[config.mk]
export PLATFORM = sky130hd
export DESIGN_NAME = instruction_buffer
export DESIGN_NICKNAME = d
export VERILOG_FILES = /design/src/rtl/instruction_buffer.sv
export SDC_FILE = /design/constraint.sdc
export NUM_CORES = 1
export LEC_CHECK = 0
export CAP_MARGIN = 0
export CORE_AREA = 2 2 116 118
export CTS_CLUSTER_SIZE = 16
export DETAILED_ROUTE_END_ITERATION = 16
export DIE_AREA = 0 0 118 120
export PLACE_DENSITY = 0.51
export SYNTH_ARGS = -nofsm -noshare
export SYNTH_HDL_FRONTEND = slang
export SYNTH_SLANG_ARGS = --single-unit
[constraint.sdc]
create_clock -name clk -period 2.2 [get_ports clk]
set_input_delay 0.33 -clock clk [delete_from_list [all_inputs] [get_ports clk]]
set_output_delay 0.33 -clock clk [all_outputs]
set_load 0.03 [all_outputs]
[src/rtl/instruction_buffer.sv]
// Byte-to-word instruction assembler with a small FIFO and an issue stage.
// Define RUN_EXPAND_EN to hold RUN words for RUN_CYCLES cycles. Otherwise every opcode issues for one cycle.
module instruction_buffer #(
    parameter int FIFO_DEPTH = 4,
    parameter int RUN_CYCLES = 8
) (
    input  logic        clk,
    input  logic        rst_n,
    input  logic [7:0]  byte_in,
    input  logic        byte_valid,
    output logic        byte_ready,
    input  logic        flush,
    output logic [15:0] instruction,
    output logic        busy,
    output logic [3:0]  fifo_count
);
    localparam int         PTR_W     = (FIFO_DEPTH > 1) ? $clog2(FIFO_DEPTH) : 1;
    localparam logic [3:0] DEPTH_CNT = 4'(FIFO_DEPTH);

    logic [15:0]      fifo_mem [FIFO_DEPTH];
    logic [PTR_W-1:0] wr_ptr_reg;
    logic [PTR_W-1:0] rd_ptr_reg;
    logic [3:0]       count_reg;
    logic             phase_reg;
    logic [7:0]       high_byte_reg;
    logic [15:0]      instr_reg;
    logic             accept;
    logic             push;
    logic             pop;
    logic [15:0]      head_word;

    // Ready depends only on registered count, so a pop on this edge cannot raise it.
    assign byte_ready = (count_reg < DEPTH_CNT);
    assign accept     = byte_valid & byte_ready & ~flush;
    assign push       = accept & phase_reg;
    assign head_word  = fifo_mem[rd_ptr_reg];

    assign instruction = instr_reg;
    assign fifo_count  = count_reg;

    // Storage is deliberately left unreset; only pointers and count are cleared.
    always_ff @(posedge clk) begin
        if (push) begin
            fifo_mem[wr_ptr_reg] <= {high_byte_reg, byte_in};
        end
    end

    always_ff @(posedge clk or negedge rst_n) begin
        if (!rst_n) begin
            wr_ptr_reg    <= '0;
            rd_ptr_reg    <= '0;
            count_reg     <= 4'd0;
            phase_reg     <= 1'b0;
            high_byte_reg <= 8'h00;
        end else if (flush) begin
            wr_ptr_reg    <= '0;
            rd_ptr_reg    <= '0;
            count_reg     <= 4'd0;
            phase_reg     <= 1'b0;
            high_byte_reg <= 8'h00;
        end else begin
            if (accept) begin
                phase_reg <= ~phase_reg;
                if (!phase_reg) begin
                    high_byte_reg <= byte_in;
                end
            end
            // Power-of-two depth: pointer overflow is the modulo wrap.
            if (push) begin
                wr_ptr_reg <= wr_ptr_reg + 1'b1;
            end
            if (pop) begin
                rd_ptr_reg <= rd_ptr_reg + 1'b1;
            end
            count_reg <= count_reg + {3'b000, push} - {3'b000, pop};
        end
    end

`ifdef RUN_EXPAND_EN
    typedef enum logic {
        IDLE,
        REPEAT
    } state_t;

    localparam logic [1:0] OP_RUN   = 2'b01;
    localparam logic [2:0] RUN_LAST = 3'(RUN_CYCLES - 1);

    state_t     state_reg;
    logic [2:0] counter_reg;
    logic       issue_free;

    // The final REPEAT cycle behaves like IDLE so the next word follows with no NOP gap.
    assign issue_free = (state_reg == IDLE) || (counter_reg == 3'd0);
    assign pop        = issue_free && (count_reg != 4'd0);

    always_ff @(posedge clk or negedge rst_n) begin
        if (!rst_n) begin
            state_reg   <= IDLE;
            counter_reg <= 3'd0;
            instr_reg   <= 16'h0000;
        end else if (flush) begin
            state_reg   <= IDLE;
            counter_reg <= 3'd0;
            instr_reg   <= 16'h0000;
        end else if (issue_free) begin
            if (pop) begin
                instr_reg <= head_word;
                if (head_word[15:14] == OP_RUN) begin
                    state_reg   <= REPEAT;
                    counter_reg <= RUN_LAST;
                end else begin
                    state_reg   <= IDLE;
                    counter_reg <= 3'd0;
                end
            end else begin
                state_reg   <= IDLE;
                counter_reg <= 3'd0;
                instr_reg   <= 16'h0000;
            end
        end else begin
            counter_reg <= counter_reg - 3'd1;
        end
    end

    assign busy = phase_reg | (count_reg != 4'd0) | (state_reg == REPEAT);
`else
    assign pop = (count_reg != 4'd0);

    always_ff @(posedge clk or negedge rst_n) begin
        if (!rst_n) begin
            instr_reg <= 16'h0000;
        end else if (flush) begin
            instr_reg <= 16'h0000;
        end else if (pop) begin
            instr_reg <= head_word;
        end else begin
            instr_reg <= 16'h0000;
        end
    end

    assign busy = phase_reg | (count_reg != 4'd0);
`endif

endmodule

==> reports/qor.yml, run 1 <==
run_status:
  outcome: "finished clean"
routing:
  ant_nets: 0
  post_drt_wl_per_cell_um: 15.2
  drt_iter0_drc: 80
  vias_per_cell: 4.23
  via_count: 1859
  wl_um: 6670
  drc: 0
  drt_pre_antenna_iters: 4
floorplanning:
  core_um2: 13000
  io_pins: 34
  initial_utilization_pct: 29.1
  dieArea_um2: 14200
  row_count: 42
  fp.dieH_um: 120
  die_w_um: 118
cts:
  htreeDepth: 3
  numClockSinks: 97
  clk_latency_ns: 0.34
  cts_buffers: 9
  clockBufferDepth: 2
  tritoncts: "yes"
  path_clk_slew_ns: 0.06
  root_buffer: "clkbuf_16"
flow_run:
  drv_cap: 0
pwr:
  vdd_drop_max_mv: 0.677
  finalPower_mw: 5.57
  p_per_area_nw_per_um2: 1170
  power_leakage_nw: 1.80
global_routing:
  grt_start_max_net_pins: 20
  grt_pass1_wl_um: 11000
  grt.overflow.total: 0
  grt_pass1_vias: 2027
  track_usage_pct: 10.5
  antenna_found_initial: 0
cells_and_area:
  utilization_pct: 36.8
  design_area_um2: 4780
  largest_reg_flops: 64
  diodes: 0
  drive_gt1_share_pct: 20.8
  synthToLayoutAreaGrowth_pct: 26.3
  fin_nets: 281
sta:
  clock_skew_ns: 0.00745
  setup_viol: 0
  slew_headroom_pct: 46.4
  timing.final.crit_share_pct: 96.6
  fmax_ghz: 0.470
  finalHoldViolCount: 0
  finalMaxSlewViolations: 0
  worst_pin_slew_ns: 0.805
  fin_setup_tns_ns: 0
  holdWs_ns: 0.380
  period_needed_ns: 2.13
setup_path:
  critPathMaxFanout: 4
  worstReg2RegEnd: "fifo_count[1]$_DFF_PN0_"
  crit_path_end_kind: "flop"
  crit_required_ns: 2.42
  startpoint_type: "flop"
  r2r_start: "fifo_count[2]$_DFF_PN0_"
  rr_worst_depth: 9
  cp_data_arrival_time_ns: 2.34
  worstSetupPathType: "flop to flop"
  rrSetupSlack_ns: 0.07
logic_synthesis:
  synthFlopType: "edfxtp_1"
  synth_top_cells_by_count: "edfxtp_1, dfrtp_1, nor2_1"
  synth.top_cell.area_share_pct: 50.8
  synth_most_common_cell: "edfxtp_1"
  synth-edff-count: 64
  synth.avg_cell_area_um2: 18.5
  synth.area.top_cells: "edfxtp_1, dfrtp_1, mux4_2, mux4_1, ha_1"
  yosysUniqueCellTypes: 30
  synth_top_area_cell: "edfxtp_1"
  synth_cells: 205
  syn-num-nets: 227
  synth-seq-cells: 97
  synth_warnings: 0
  async_reset_ff_share_pct: 34.0
  yosysSeqAreaShare_pct: 72.6
  syn_area_um2: 3780
placed_design:
  hpwl_um: 4150
  place_congestion: 0.641
  dpl_cell_area_um2: 4450
  numPortBuffers: 33
worst_hold_path:
  hold_path_class: "primary input to asynchronous set/reset pin"
[logic make-up after synthesis]
kind of cell    after synthesis  share of synthesized area, %
xor+xnor                      3                         0.695
simple gates                 46                          7.15
mux                          25                          12.6
compound gates                6                         0.893
flops                        97                          72.6
buf+inv                      18                          2.51
fa+ha+maj                    10                          3.51
[power by group]
part           leakage, nW  internal [mW]  switching, mW
combinational        0.654          0.887          0.841
sequential            1.01           2.16          0.155
clock                0.133          0.887          0.642
total                 1.80           3.93           1.64
[cells in the final DEF, fill, tap and decap left out, types with 4 or more instances in the layout]
cell type / synthesis / final
edfxtp_1: 64 / 64
dfrtp_1: 33 / 31
clkdlybuf4s50_1: 0 / 31
nor2_1: 14 / 13
buf_4: 0 / 13
nor2b_1: 12 / 12
mux4_2: 9 / 9
mux2i_1: 9 / 9
clkbuf_16: 0 / 9
inv_1: 9 / 7
mux4_1: 7 / 7
ha_1: 9 / 7
and2b_1: 6 / 6
and2_1: 4 / 4
a21oi_1: 4 / 4
buf_12: 1 / 4
[how the worst max path moves through the flow]
stage | from | slack (ns) | end
3_5_place_dp | byte_valid | -0.09 | fifo_count[1]$_DFF_PN0_
3_3_place_gp | byte_valid | -0.04 | fifo_count[1]$_DFF_PN0_
2_1_floorplan | fifo_count[2]$_DFF_PN0_ | -0.05 | fifo_count[1]$_DFF_PN0_
6_report | fifo_count[2]$_DFF_PN0_ | 0.07 | fifo_count[1]$_DFF_PN0_
4_1_cts | fifo_count[2]$_DFF_PN0_ | 0.02 | busy
5_1_grt | fifo_count[2]$_DFF_PN0_ | -0.02 | fifo_count[1]$_DFF_PN0_
[repair_timing]
| action | in CTS | in global routing |
|---|---|---|
| pin swaps | 0 | 1 |
| buffers inserted | 0 | 3 |
| setup endpoints to repair | 1 | 3 |
| endpoints found under the hold margin | 6 | 0 |
| gates resized for setup | 1 | 3 |
| hold buffers | 1 | 0 |
[worst max-delay path: stages, from the launching register on]
cell     delay, ns
dfrtp_2       0.42
inv_2         0.08
ha_4          0.16
nor3b_4       0.21
inv_1         0.07
ha_1          0.28
inv_1         0.06
ha_2          0.18
fa_2          0.42
nor2b_1       0.13
[through the flow]
stage	cells	setup WS [ns]
after floorplan	205	-0.0481
after global placement	420	-0.0371
after detailed placement	420	-0.0947
after CTS	437	0.0197
after global routing	440	-0.0171
final	440	0.0746
[area by class of cell]
type | instances | area (um^2)
clock buffer | 12 | 236
clock inverter | 4 | 53.8
fill | 1250 | 8200
inverter | 10 | 37.5
multi-input combinational | 90 | 972
sequential | 97 | 2750
tap | 176 | 220
timing repair buffer | 51 | 508
[routing by layer]
layer  global-route usage (%)  wire, um  up-vias
li1                         -         -      862
met1                     12.4      2910      954
met2                     17.7      3430       35
met3                     3.18       220        8
met4                     4.52       106        0
met5                        0         0        -
No activity file was read; power rests on OpenSTA's default activity.
==> run 2: changes to the inputs <==
--- a/config.mk
+++ b/config.mk
@@ -11,6 +11,8 @@
 export DETAILED_ROUTE_END_ITERATION = 16
 export DIE_AREA = 0 0 118 120
 export PLACE_DENSITY = 0.51
+export SKIP_LAST_GASP = 1
+export SLEW_MARGIN = 20
 export SYNTH_ARGS = -nofsm -noshare
 export SYNTH_HDL_FRONTEND = slang
 export SYNTH_SLANG_ARGS = --single-unit
==> results of run 2 <==
Final layout, timing and power as in run 1 (identical DEF).
